$ cat config.mk
export PLATFORM = sky130hd
export DESIGN_NAME = rom_reader_flat
export DESIGN_NICKNAME = d
export VERILOG_FILES = /design/src/rtl/rom_reader_pkg.sv /design/src/rtl/rom_reader_if.sv /design/src/rtl/rom_reader_timer.sv /design/src/rtl/rom_reader.sv /design/src/flat_wrapper.sv
export SDC_FILE = /design/constraint.sdc
export NUM_CORES = 1
export LEC_CHECK = 0
export ABC_AREA = 1
export BUFFER_PORTS_ARGS = -buffer_cell sky130_fd_sc_hd__buf_2
export CAP_MARGIN = 20
export CORE_MARGIN = 2
export CORE_UTILIZATION = 55
export CTS_CLUSTER_SIZE = 28
export DETAILED_ROUTE_END_ITERATION = 10
export PLACE_DENSITY_LB_ADDON = 0.2
export SLEW_MARGIN = 20
export SYNTH_ARGS = -nofsm -noshare
export SYNTH_HDL_FRONTEND = slang
export SYNTH_SLANG_ARGS = --single-unit
$ cat constraint.sdc
create_clock -name CLK -period 2.05 [get_ports CLK]
set_input_delay 0.205 -clock CLK [delete_from_list [all_inputs] [get_ports CLK]]
set_output_delay 0.205 -clock CLK [all_outputs]
set_load 0.01 [all_outputs]
$ cat src/rtl/rom_reader_pkg.sv
`default_nettype none
// ============================================================================
// Module   : rom_if_pkg
// Purpose  : Shared constants and the reader state type for the fixed-latency
//            ROM interface and its burst reader.
// Contents : ROM_ADDR_W, ROM_DATA_W, ROM_LATENCY, ROM_INIT_CYCLES, ROM_OFFSET,
//            rom_rd_state_t.
// Revision : 1.0 - initial release
// ============================================================================
package rom_if_pkg;

  localparam int ROM_ADDR_W      = 8;
  localparam int ROM_DATA_W      = 8;
  localparam int ROM_LATENCY     = 3;
  localparam int ROM_INIT_CYCLES = 100;
  // The ROM image holds (address + ROM_OFFSET) in every location.
  localparam int ROM_OFFSET      = 1;

  typedef enum logic [2:0] {
    ST_INIT    = 3'd0,
    ST_IDLE    = 3'd1,
    ST_ISSUE   = 3'd2,
    ST_WAIT    = 3'd3,
    ST_CAPTURE = 3'd4,
    ST_FIN     = 3'd5
  } rom_rd_state_t;

endpackage : rom_if_pkg
`default_nettype wire

$ cat src/rtl/rom_reader_if.sv
`default_nettype none
// ============================================================================
// Module   : rom_reader_if
// Purpose  : Bundles the client burst-request port and the ROM bus of the
//            burst reader.
// Modports : master - the reader (drives RD/address and the result port)
//            slave  - the environment (client request + ROM data)
// Signals  : start, start_addr, length, busy, RD, address, rom_data,
//            data_out, data_valid, done, err, err_count
// Revision : 1.0 - initial release
// ============================================================================
interface rom_reader_if #(
  parameter int ADDR_W = 8,
  parameter int DATA_W = 8
);

  logic              start;
  logic [ADDR_W-1:0] start_addr;
  logic [ADDR_W:0]   length;
  logic              busy;
  logic              RD;
  logic [ADDR_W-1:0] address;
  logic [DATA_W-1:0] rom_data;
  logic [DATA_W-1:0] data_out;
  logic              data_valid;
  logic              done;
  logic              err;
  logic [7:0]        err_count;

  modport master (
    input  start, start_addr, length, rom_data,
    output busy, RD, address, data_out, data_valid, done, err, err_count
  );

  modport slave (
    output start, start_addr, length, rom_data,
    input  busy, RD, address, data_out, data_valid, done, err, err_count
  );

endinterface : rom_reader_if
`default_nettype wire

$ cat src/rtl/rom_reader_timer.sv
`default_nettype none
// ============================================================================
// Module   : rom_reader_timer
// Purpose  : Loadable down-counter with a zero flag. Counts down while en is
//            high and parks at zero; load has priority over counting.
// Ports    : clk, rst_n (sync, active-low), load, load_val[W], en, zero
// Revision : 1.0 - initial release
// ============================================================================
module rom_reader_timer #(
  parameter int W         = 8,
  parameter int RESET_VAL = 0
) (
  input  wire          clk,
  input  wire          rst_n,
  input  wire          load,
  input  wire  [W-1:0] load_val,
  input  wire          en,
  output logic         zero
);

  logic [W-1:0] count;

  always_ff @(posedge clk) begin
    if (!rst_n) begin
      count <= W'(RESET_VAL);
    end else if (load) begin
      count <= load_val;
    end else if (en && (count != '0)) begin
      count <= count - W'(1);
    end
  end

  assign zero = (count == '0);

endmodule : rom_reader_timer
`default_nettype wire

$ cat src/rtl/rom_reader.sv
`default_nettype none
// ============================================================================
// Module   : rom_reader
// Purpose  : Burst read initiator for the fixed-latency ROM. Waits out the
//            ROM power-up period, then issues one RD strobe per word, captures
//            each reply and presents it on a registered valid/data port.
// Ports    : CLK, RST_n (sync, active-low), bus (rom_reader_if.master)
// Options  : ROM_READER_CHECK_EN - when defined, each captured word is
//            compared with (address + ROM_OFFSET); mismatches set the sticky
//            err flag and bump the saturating err_count. When undefined, err
//            and err_count are tied low.
// Revision : 1.0 - initial release
// ============================================================================
module rom_reader
  import rom_if_pkg::*;
#(
  parameter int ADDR_W      = ROM_ADDR_W,
  parameter int DATA_W      = ROM_DATA_W,
  parameter int LATENCY     = ROM_LATENCY,
  parameter int INIT_CYCLES = ROM_INIT_CYCLES
) (
  input wire             CLK,
  input wire             RST_n,
  rom_reader_if.master   bus
);

  localparam int TMR_MAX = (INIT_CYCLES > LATENCY) ? INIT_CYCLES : LATENCY;
  localparam int TMR_W   = $clog2(TMR_MAX + 1);
  localparam logic [ADDR_W:0] CNT_ONE = (ADDR_W+1)'(1);

  rom_rd_state_t       state;
  logic                rd;
  logic [ADDR_W-1:0]   address;
  logic [ADDR_W:0]     remaining;
  logic [DATA_W-1:0]   data_out;
  logic                data_valid;
  logic                done;
  logic                busy;
  logic                tmr_zero;
  logic                tmr_load;
  logic                tmr_en;

  // One timer serves both INIT and WAIT. Reset preloads INIT_CYCLES-1 so INIT
  // spans INIT_CYCLES edges; ISSUE preloads LATENCY-1 so WAIT spans LATENCY
  // edges and the capture lands LATENCY+1 edges after the ROM samples RD.
  assign tmr_load = (state == ST_ISSUE);
  assign tmr_en   = (state == ST_INIT) || (state == ST_WAIT);

  rom_reader_timer #(
    .W         (TMR_W),
    .RESET_VAL (INIT_CYCLES - 1)
  ) u_timer (
    .clk      (CLK),
    .rst_n    (RST_n),
    .load     (tmr_load),
    .load_val (TMR_W'(LATENCY - 1)),
    .en       (tmr_en),
    .zero     (tmr_zero)
  );

  always_ff @(posedge CLK) begin
    if (!RST_n) begin
      state      <= ST_INIT;
      rd         <= 1'b0;
      address    <= '0;
      remaining  <= '0;
      data_out   <= '0;
      data_valid <= 1'b0;
      done       <= 1'b0;
      busy       <= 1'b1;
    end else begin
      rd         <= 1'b0;
      data_valid <= 1'b0;
      done       <= 1'b0;
      case (state)
        ST_INIT: begin
          if (tmr_zero) begin
            state <= ST_IDLE;
            busy  <= 1'b0;
          end
        end
        ST_IDLE: begin
          if (bus.start) begin
            busy <= 1'b1;
            if (bus.length == '0) begin
              state <= ST_FIN;
            end else begin
              state     <= ST_ISSUE;
              rd        <= 1'b1;
              address   <= bus.start_addr;
              remaining <= bus.length;
            end
          end
        end
        ST_ISSUE: begin
          state <= ST_WAIT;
        end
        ST_WAIT: begin
          if (tmr_zero) begin
            state <= ST_CAPTURE;
          end
        end
        ST_CAPTURE: begin
          data_out   <= bus.rom_data;
          data_valid <= 1'b1;
          address    <= address + ADDR_W'(1);
          remaining  <= remaining - CNT_ONE;
          // The next strobe is registered here, so back-to-back words are
          // spaced LATENCY+2 clocks apart.
          if (remaining == CNT_ONE) begin
            state <= ST_FIN;
          end else begin
            state <= ST_ISSUE;
            rd    <= 1'b1;
          end
        end
        ST_FIN: begin
          done  <= 1'b1;
          busy  <= 1'b0;
          state <= ST_IDLE;
        end
        default: begin
          state <= ST_INIT;
          busy  <= 1'b1;
        end
      endcase
    end
  end

  assign bus.RD         = rd;
  assign bus.address    = address;
  assign bus.data_out   = data_out;
  assign bus.data_valid = data_valid;
  assign bus.done       = done;
  assign bus.busy       = busy;

`ifdef ROM_READER_CHECK_EN
  logic              err;
  logic [7:0]        err_count;
  logic [DATA_W-1:0] expect_data;

  assign expect_data = DATA_W'(address) + DATA_W'(ROM_OFFSET);

  always_ff @(posedge CLK) begin
    if (!RST_n) begin
      err       <= 1'b0;
      err_count <= '0;
    end else if ((state == ST_CAPTURE) && (bus.rom_data != expect_data)) begin
      err <= 1'b1;
      if (err_count != 8'hFF) begin
        err_count <= err_count + 8'd1;
      end
    end
  end

  assign bus.err       = err;
  assign bus.err_count = err_count;
`else
  assign bus.err       = 1'b0;
  assign bus.err_count = 8'd0;
`endif

endmodule : rom_reader
`default_nettype wire

$ cat src/flat_wrapper.sv
// flat-port wrapper written by rule: the top's interface ports become plain ports
module rom_reader_flat import rom_if_pkg::*;
#(
  parameter int ADDR_W      = ROM_ADDR_W,
  parameter int DATA_W      = ROM_DATA_W,
  parameter int LATENCY     = ROM_LATENCY,
  parameter int INIT_CYCLES = ROM_INIT_CYCLES
)
  (CLK, RST_n, bus_start, bus_start_addr, bus_length, bus_rom_data, bus_busy, bus_RD, bus_address, bus_data_out, bus_data_valid, bus_done, bus_err, bus_err_count);
  rom_reader_if #(.ADDR_W(ADDR_W), .DATA_W(DATA_W)) bus_i ();
  input wire CLK;
  input wire RST_n;
  input wire logic [$bits(bus_i.start)-1:0] bus_start;
  input wire logic [$bits(bus_i.start_addr)-1:0] bus_start_addr;
  input wire logic [$bits(bus_i.length)-1:0] bus_length;
  input wire logic [$bits(bus_i.rom_data)-1:0] bus_rom_data;
  output wire logic [$bits(bus_i.busy)-1:0] bus_busy;
  output wire logic [$bits(bus_i.RD)-1:0] bus_RD;
  output wire logic [$bits(bus_i.address)-1:0] bus_address;
  output wire logic [$bits(bus_i.data_out)-1:0] bus_data_out;
  output wire logic [$bits(bus_i.data_valid)-1:0] bus_data_valid;
  output wire logic [$bits(bus_i.done)-1:0] bus_done;
  output wire logic [$bits(bus_i.err)-1:0] bus_err;
  output wire logic [$bits(bus_i.err_count)-1:0] bus_err_count;
  assign bus_i.start = bus_start;
  assign bus_i.start_addr = bus_start_addr;
  assign bus_i.length = bus_length;
  assign bus_i.rom_data = bus_rom_data;
  assign bus_busy = bus_i.busy;
  assign bus_RD = bus_i.RD;
  assign bus_address = bus_i.address;
  assign bus_data_out = bus_i.data_out;
  assign bus_data_valid = bus_i.data_valid;
  assign bus_done = bus_i.done;
  assign bus_err = bus_i.err;
  assign bus_err_count = bus_i.err_count;
  rom_reader #(.ADDR_W(ADDR_W), .DATA_W(DATA_W), .LATENCY(LATENCY), .INIT_CYCLES(INIT_CYCLES)) u_core (.CLK(CLK), .RST_n(RST_n), .bus(bus_i));
endmodule
**After elaboration in Yosys (flattened, before gate mapping)**

Index checks and enable logic that the tools add are counted.

- Output and inout bits: 29
- Bits in registers: 39
- Logic and storage cells: 61
- Input port bits: 28

- Multiplexer cells: 23
- Add/sub/neg operators: 3
- Equal/unequal tests: 10
- Reductions and logical operators: 13
- Bitwise operators: 2

Operators with widths:

| cell | count |
|---|---|
| two-way mux 9 bit | 2 |
| one-hot mux 3 bit (6 select lines) | 1 |
| one-hot mux 9 bit (2 select lines) | 1 |
| two-way mux 8 bit | 2 |
| one-hot mux 8 bit (2 select lines) | 1 |
| two-way mux 3 bit | 5 |
| two-way mux 7 bit | 2 |
| equality test 9 x 1 -> 1 bit, second input constant | 1 |
| zero test 9 bit | 1 |
| AND reduction 3 bit | 3 |
| subtractor 9 x 1 -> 9 bit, second input constant | 1 |
| adder 8 x 1 -> 8 bit, second input constant | 1 |
| zero test 7 bit | 1 |
| two-way mux 1 bit | 7 |
| nonzero test 7 bit | 1 |
| subtractor 7 x 1 -> 7 bit, second input constant | 1 |
| equality test 3 x 2 -> 1 bit, second input constant | 2 |
| equality test 3 bit, second input constant | 2 |
| != test 2 x 1 -> 1 bit, second input constant | 2 |
| != test 2 bit, second input constant | 2 |
| one-hot mux 1 bit (4 select lines) | 1 |
| nonzero test 2 bit | 2 |
| equality test 3 x 1 -> 1 bit, second input constant | 1 |
| zero test 3 bit | 1 |
| 6 further kinds | 7 |

**Logic depth before layout (Yosys ltp)**

Gate-level depths: netlist of the first run.

- Word-level depth: 5
- Mapped depth: 10
- Depth with buffers taken out: 10

**By module**

A second synthesis of the first run with hierarchy kept.

- Cell total of the unflattened synthesis: 399
- Area total of the unflattened synthesis: 2,497.4 sq um

By module, submodules not included:

| module | area each (sq um) | times used | cells an instance | seq. area each (sq um) |
|---|---|---|---|---|
| rom_reader | 1,970.6 | 1 | 313 | 640.6 |
| rom_reader_timer | 526.8 | 1 | 86 | 140.1 |

**Worst setup path before layout of the first run**

No wires, ideal clock.

- Path kind: register -> register
- From: reg u_core.u_timer.count[0]
- To: reg u_core.u_timer.count[0]
- Library setup time: 0.079 ns
- Buffers on the path: 0
- Data arrival time: 1.223 ns
- Cell stages (with the launch flop): 9
- Path slack: 0.748 ns
- Data required time: 1.971 ns
- Period minus slack after synthesis: 1.302 ns
- Cell sequence: dfxtp_1 > inv_1 > ha_1 > nand4_1 > nand2_1 > inv_1 > nor2_1 > nand2_1 > o211ai_1

- Longest elaborated chain between the ends: 3
- Elaborated cells between the ends (all ways): 6
- Those cells by class: add/sub (1); mux (2); reduce/logical (3)

RTL lines:

| element | line | source |
|---|---|---|
| from (decl) | rom_reader_timer.sv:21 | `logic [W-1:0] count;` |
| from (signal assigned) | rom_reader_timer.sv:25 | `count <= W'(RESET_VAL);` |
| from (signal assigned) | rom_reader_timer.sv:27 | `count <= load_val;` |
| from (signal assigned) | rom_reader_timer.sv:29 | `count <= count - W'(1);` |
| subtractor 7 x 1 -> 7 bit / nonzero test 7 bit (equally long branches) | rom_reader_timer.sv:29, rom_reader_timer.sv:28 |  |
| two-way mux 7 bit / logical AND 1 bit (equally long branches) | rom_reader_timer.sv:28 | `end else if (en && (count != '0)) begin` |
| two-way mux 7 bit / nonzero test 2 bit (equally long branches) | - |  |

Several ways; a longest one is shown, not always the timed one. The select of a mux whose other input is x is not followed.
A chain may end at the register's enable or synchronous reset.

**Worst setup path after layout of the first run**

- From: reg u_core.state[0]
- To: reg u_core.remaining[2]

- Longest elaborated chain between the ends: 3
- Elaborated cells between the ends (all ways): 7
- Those cells by class: eq/ne (4); mux (1); reduce/logical (2)

RTL lines:

| element | line | source |
|---|---|---|
| from (decl) | rom_reader.sv:31 | `rom_rd_state_t state;` |
| from (signal assigned) | rom_reader.sv:63 | `state <= ST_INIT;` |
| from (signal assigned) | rom_reader.sv:78 | `state <= ST_IDLE;` |
| from (signal assigned) | rom_reader.sv:86 | `state <= ST_FIN;` |
| equality test 3 x 1 -> 1 bit / equality test 3 bit (equally long branches) | rom_reader.sv:75 | `case (state)` |
| != test 2 bit (no line) / nonzero test 2 bit (equally long branches) | - |  |
| AND reduction 3 bit (no line) | - |  |
| to (signal assigned) | rom_reader.sv:91 | `remaining <= bus.length;` |
| to (signal assigned) | rom_reader.sv:107 | `remaining <= remaining - CNT_ONE;` |
| to (decl) | rom_reader.sv:34 | `logic [ADDR_W:0] remaining;` |

Several ways; a longest one is shown, not always the timed one.

==> flow_summary.json, run 1 <==
{
  "grt_pass1_wl_um": 8040,
  "synth_top_cell_by_area": "dfxtp_1",
  "antenna_found_initial": 0,
  "hpwl_um": 3720,
  "io_buffer_count": 47,
  "multi_input_area_mm2": 0.00116,
  "nets": 414,
  "drtAntennaViolNets": 0,
  "rsz0062_at_grt": "false",
  "drive_gt1_share_pct": 16.8,
  "grt_max_degree": 21,
  "dr.pass1.iters": 4,
  "status": "complete, no violations",
  "first_global_vias": 1922,
  "min_period_over_period_pct": 81.8,
  "setup_violations": 0,
  "root_buffer": "clkbuf_8",
  "syn_avg_cell_area_um2": 6.53,
  "wl_per_cell_um": 11.3,
  "setup_ws_ns": 0.374,
  "tightest_slew_ns": 0.536,
  "p_per_area_mw_per_mm2": 730,
  "die_h_um": 66.8,
  "cts.path.max_buffers": 2,
  "pin_count": 57,
  "cp.arrival_ns": 1.88,
  "grt_overflow": 0,
  "regArea_um2": 781,
  "vias": 2175,
  "synthTopCellsByArea": "dfxtp_1 36%, nand2_1 12%, nor2_1 9.9%, nand3_1 7.4%, inv_1 6.2%",
  "die_area_mm2": 0.00446,
  "chipWidth_um": 66.8,
  "cts_tree": "built",
  "nFillCells": 363,
  "synth_edf_count": 0,
  "period_minus_slack_ns": 1.68,
  "setup.worst_path.end_class": "flop",
  "worstPathRequired_ns": 2.26,
  "place_ws_ns": 0.421,
  "cts_sinks": 39,
  "yosys_warnings": 0,
  "drt_iter0_drc": 177,
  "start_kind": "flop",
  "netlist_top_cells_count": "71 x nand2_1, 57 x nor2_1, 39 x dfxtp_1",
  "dominantRegCellSynth": "dfxtp_1",
  "cts_setup_buffers": 0,
  "cts_buffers": 5,
  "slew_viol_final": 0,
  "final.setup.tns_ns": 0,
  "core_mm2": 0.00372,
  "ir_drop_mv": 0.629,
  "row_count": 22,
  "synth_cell_types": 28,
  "yosysTopAreaCellShare_pct": 36.0,
  "ys_seq_elements": 39,
  "ctsHoldBuffers": 0,
  "skew_ns": 0.00708,
  "clock.fmax_ghz": 0.597,
  "min_path_type": "input port to flop",
  "drt_wl_total_um": 4850,
  "syn_inst": 332,
  "maxCapViolations": 0,
  "ys_seq_area_share_pct": 36.0,
  "areaGrowthSynthToFinish_pct": 14.6,
  "worstSkewPairLatency_ns": 0.29,
  "netlist_area_mm2": 0.00217,
  "initial_core_util_pct": 58.4,
  "n_antenna_cell": 0,
  "p_leak_nw": 1.22,
  "max-slew-margin-rel_pct": 64.2,
  "drc": 0,
  "async_flop_share_pct": 0,
  "path_max_fanout": 10,
  "critPathKind": "flop to flop",
  "cts_resized": 0,
  "hold_violations": 0,
  "htreeDepth": 2,
  "yosysMostFrequentCell": "nand2_1",
  "grt.total_usage_pct": 23.2,
  "gp_routability_congestion": 0.943,
  "via_per_inst": 5.08,
  "clk_pin_slew_worst_paths_ns": 0.07
}
power breakdown:
part           switching (mW)  internal, mW  leakage [nW]
combinational           0.284         0.176         0.872
clock                   0.238         0.226        0.0371
sequential             0.0655         0.825         0.316
cells by family after synthesis:
| group | count (synthesis) | share of synthesized area (%) |
|---|---|---|
| xor+xnor | 4 | 1.62 |
| buf+inv | 56 | 11.9 |
| simple gates | 174 | 34.6 |
| flops | 39 | 36.0 |
| compound gates | 53 | 12.9 |
| fa+ha+maj | 5 | 2.89 |
| other cells | 1 | 0.173 |
cell type report:
type	count	share of cell area, %
clock buffer	6	2.92
inverter	39	5.89
multi-input combinational	245	46.7
tap	48	2.42
timing repair buffer	51	10.7
sequential	39	31.4
metal layers:
layer | GRT usage, % | part of all wire (%) | wire length (um) | vias up
met1 | 30.7 | 48 | 2330 | 969
li1 | - | - | - | 1143
met2 | 37.6 | 46 | 2230 | 61
met3 | 5.57 | 5.5 | 267 | 2
met5 | 0 | 0 | 0 | -
met4 | 6.63 | 0.27 | 13 | 0
registers in the layout, indices dropped and copies added (netlist names):
name                   flops
u_core.bus.RD              1
u_core.bus.address         8
u_core.bus.busy            1
u_core.bus.data_out        8
u_core.bus.data_valid      1
u_core.bus.done            1
u_core.remaining           9
u_core.state               3
u_core.u_timer.count       7
stage by stage:
stage          util, %  total power, mW  hold slack (ns)  area (um2)  std cells
2_1_floorplan        -             1.25            0.340        2200        340
3_3_place_gp      64.9             1.35            0.431        2410        422
3_5_place_dp      64.9             1.36            0.445        2410        422
4_1_cts           66.9             1.82            0.151        2480        428
5_1_grt           66.9             1.94            0.157        2480        428
6_report          66.9             1.81            0.149        2480        428
path summary, 6_finish.rpt:
kind	start	to	slack, ns	depth (start not counted)
max	u_core.state[0]	u_core.remaining[2]	0.37	8
min reg2reg	u_core.bus.busy	u_core.bus.busy	0.46	2
min	bus_start_addr[2]	u_core.bus.address[2]	0.15	3
max reg2reg	u_core.state[0]	u_core.remaining[2]	0.37	8
placed cells by master, fill, tap and decap left out, drive strengths merged:
| cell type | netlist | final |
|---|---|---|
| a21oi | 23 | 23 |
| a31oi | 1 | 1 |
| and2 | 1 | 1 |
| buf | 13 | 51 |
| clkbuf | 4 | 6 |
| conb | 1 | 9 |
| dfxtp | 39 | 39 |
| ha | 5 | 5 |
| inv | 39 | 39 |
| nand2 | 73 | 73 |
| nand3 | 33 | 33 |
| nand3b | 1 | 1 |
| nand4 | 4 | 4 |
| nor2 | 59 | 59 |
| nor3 | 2 | 2 |
| nor3b | 1 | 1 |
| o211ai | 2 | 2 |
| o21ai | 24 | 24 |
| o21bai | 3 | 3 |
| xnor2 | 1 | 1 |
| xor2 | 3 | 3 |
worst max-delay path: stages (launching register included):
cell     delay, ns
dfxtp_1       0.36
nor2_1        0.17
nand2_1       0.21
buf_4         0.23
nand2_1       0.13
nand3_4       0.15
inv_2         0.15
nand2_1       0.06
a21oi_1       0.13
(Power assumes the default switching activity.)
==> run 2, diff against run 1 <==
- CORE_UTILIZATION: 55 -> 52
- clock period: 2.05 -> 1.6 ns (I/O delays scaled with it)
==> run 2 against run 1 <==
Net effect: global-route usage shrank 0.72 points; critical path depth is the same; clock power increased by 80%; sequential share of layout area is 1.3 points lower; first-iteration DRC count fell by 49%; final cell count increased by 2.3%; setup slack got worse by 0.26 ns; via count rose by 1.2%; routed wire length increased by 5.0%; utilization down 2.1 points; critical endpoint is now u_core.bus.address[2]; largest power group unchanged.
==> flow_summary.json, run 2 (synthesis results as in run 1) <==
{
  "hold_violations": 0,
  "initial_core_util_pct": 54.2,
  "via_per_inst": 5.03,
  "max-slew-margin-rel_pct": 63.6,
  "gr-usage-met1_pct": 29.0,
  "skew_ns": 0.00447,
  "vias": 2201,
  "slew_viol_final": 0,
  "ir_drop_mv": 0.835,
  "wl_per_cell_um": 11.6,
  "p_leak_nw": 1.28,
  "root_buffer": "clkbuf_8",
  "final_cell_mix": "68 x nand2_1, 57 x nor2_1, 47 x buf_2, 39 x dfxtp_1, 36 x inv_1",
  "min_path_type": "input port to flop",
  "grt_pass1_wl_um": 7940,
  "chipWidth_um": 68.6,
  "setup_violations": 0,
  "r2r_cells": 8,
  "tightest_slew_ns": 0.546,
  "p_comb_share_pct": 24.3,
  "holdPathStages": 3,
  "p_sw_share_pct": 32.0,
  "drt_iter0_drc": 90,
  "top_register": "u_core.remaining",
  "clock_power_share_pct": 32.1,
  "pin_count": 57,
  "n_antenna_cell": 0,
  "final_common_cell": "nand2_1",
  "p_per_area_mw_per_mm2": 1000,
  "final.setup.tns_ns": 0,
  "die_area_mm2": 0.00470,
  "largest_register_ffs": 9,
  "hpwl_um": 3690,
  "cts_buffers": 5,
  "die_h_um": 68.6,
  "row_count": 23,
  "path_max_fanout": 7,
  "htreeDepth": 2,
  "antenna_found_initial": 0,
  "worstPathRequired_ns": 1.79,
  "gp_routability_congestion": 0.837,
  "grt_max_degree": 21,
  "seqPwrFrac_pct": 43.6,
  "clock.fmax_ghz": 0.674,
  "io_buffer_count": 47,
  "clk_pin_slew_worst_paths_ns": 0.08,
  "grt.total_usage_pct": 22.5,
  "ctsHoldBuffers": 0,
  "first_global_vias": 1849,
  "period_minus_slack_ns": 1.48,
  "start_kind": "flop",
  "use_met3_pct": 5.19,
  "status": "complete, no violations",
  "busiest_layer": "met2",
  "cp.arrival_ns": 1.68,
  "nFillCells": 391,
  "design_area_mm2": 0.00259,
  "dpl_cell_area_mm2": 0.00244,
  "min_period_over_period_pct": 92.7,
  "core_mm2": 0.00400,
  "drt_wl_total_um": 5090,
  "met2_usage_pct": 36.4,
  "regArea_um2": 781,
  "drc": 0,
  "nets": 420,
  "maxCapViolations": 0,
  "cts_tree": "built",
  "areaGrowthSynthToFinish_pct": 19.6,
  "rsz0062_at_grt": "false",
  "largestRegisters": "u_core.remaining x9, u_core.bus.address x8, u_core.bus.data_out x8",
  "switching_power_mw": 0.834,
  "setup.worst_path.end_class": "flop",
  "cts_sinks": 39,
  "grt_overflow": 0,
  "worstSkewPairLatency_ns": 0.29,
  "dr.pass1.iters": 5,
  "drive_gt1_share_pct": 19.6,
  "drtAntennaViolNets": 0,
  "intPower_mw": 1.77,
  "critPathKind": "flop to flop",
  "multi_input_area_mm2": 0.00118,
  "cts.path.max_buffers": 2
}
## run 2: cell count changes in the layout (fill, tap and decap cells not counted), sizes merged
cell    previous run  this run
buf               51        56
bufinv             0         1
clkinv             0         2
clkbuf             6         5
nand3             33        34
## run 2: final cells by class
class | count | area share [%]
Clock buffer | 5 | 2.65
Clock inverter | 3 | 1.69
Inverter | 39 | 5.84
Multi-Input combinational cell | 246 | 45.6
Sequential cell | 39 | 30.1
Tap cell | 50 | 2.41
Timing Repair Buffer | 56 | 11.7
## run 2: metal layers
layer  vias to the layer above  share of wire, %
li1                       1166                 -
met1                       954                46
met2                        71                47
met3                        10               5.3
met4                         0               1.8
met5                         -                 0
## run 2: worst max-delay path, stage by stage (launching register included)
cell and delay [ns]:
dfxtp_1 0.35, buf_4 0.15, nand2_2 0.08, nor2_4 0.14, nand3_1 0.25, nand3_4 0.18, inv_4 0.07, o21bai_1 0.12
nor2_1 0.05
## run 2: path summary, 6_finish.rpt
kind | startpoint | end | slack [ns]
min reg2reg | u_core.remaining[1] | u_core.remaining[1] | 0.48
max reg2reg | u_core.state[0] | u_core.bus.address[2] | 0.12
max | u_core.state[0] | u_core.bus.address[2] | 0.12
min | bus_start_addr[2] | u_core.bus.address[2] | 0.09
## run 2: timing repair
item	4_1_cts	5_1_grt
resized for setup	0	6
endpoints found under the setup margin	0	12
buffers inserted	0	1
## run 2: power groups by stage
stage                     logic (mW)  registers (mW)  clock network [mW]
after floorplan                0.450            1.15                   0
after global placement         0.602            1.15                   0
after detailed placement       0.611            1.15                   0
after CTS                      0.615            1.13               0.859
after global routing           0.727            1.15               0.898
final                          0.634            1.13               0.837
## run 2: metrics by stage
step / setup slack [ns] / util (%) / power [mW] / hold slack, ns / cells
after global placement: 0.129 / 61.1 / 1.75 / 0.387 / 428
after CTS: 0.0820 / 63.9 / 2.61 / 0.0871 / 436
after global routing: 0.0139 / 64.8 / 2.77 / 0.0863 / 438
final: 0.117 / 64.8 / 2.60 / 0.0881 / 438
after floorplan: 0.298 / - / 1.60 / 0.295 / 340
after detailed placement: 0.0882 / 61.1 / 1.77 / 0.396 / 428
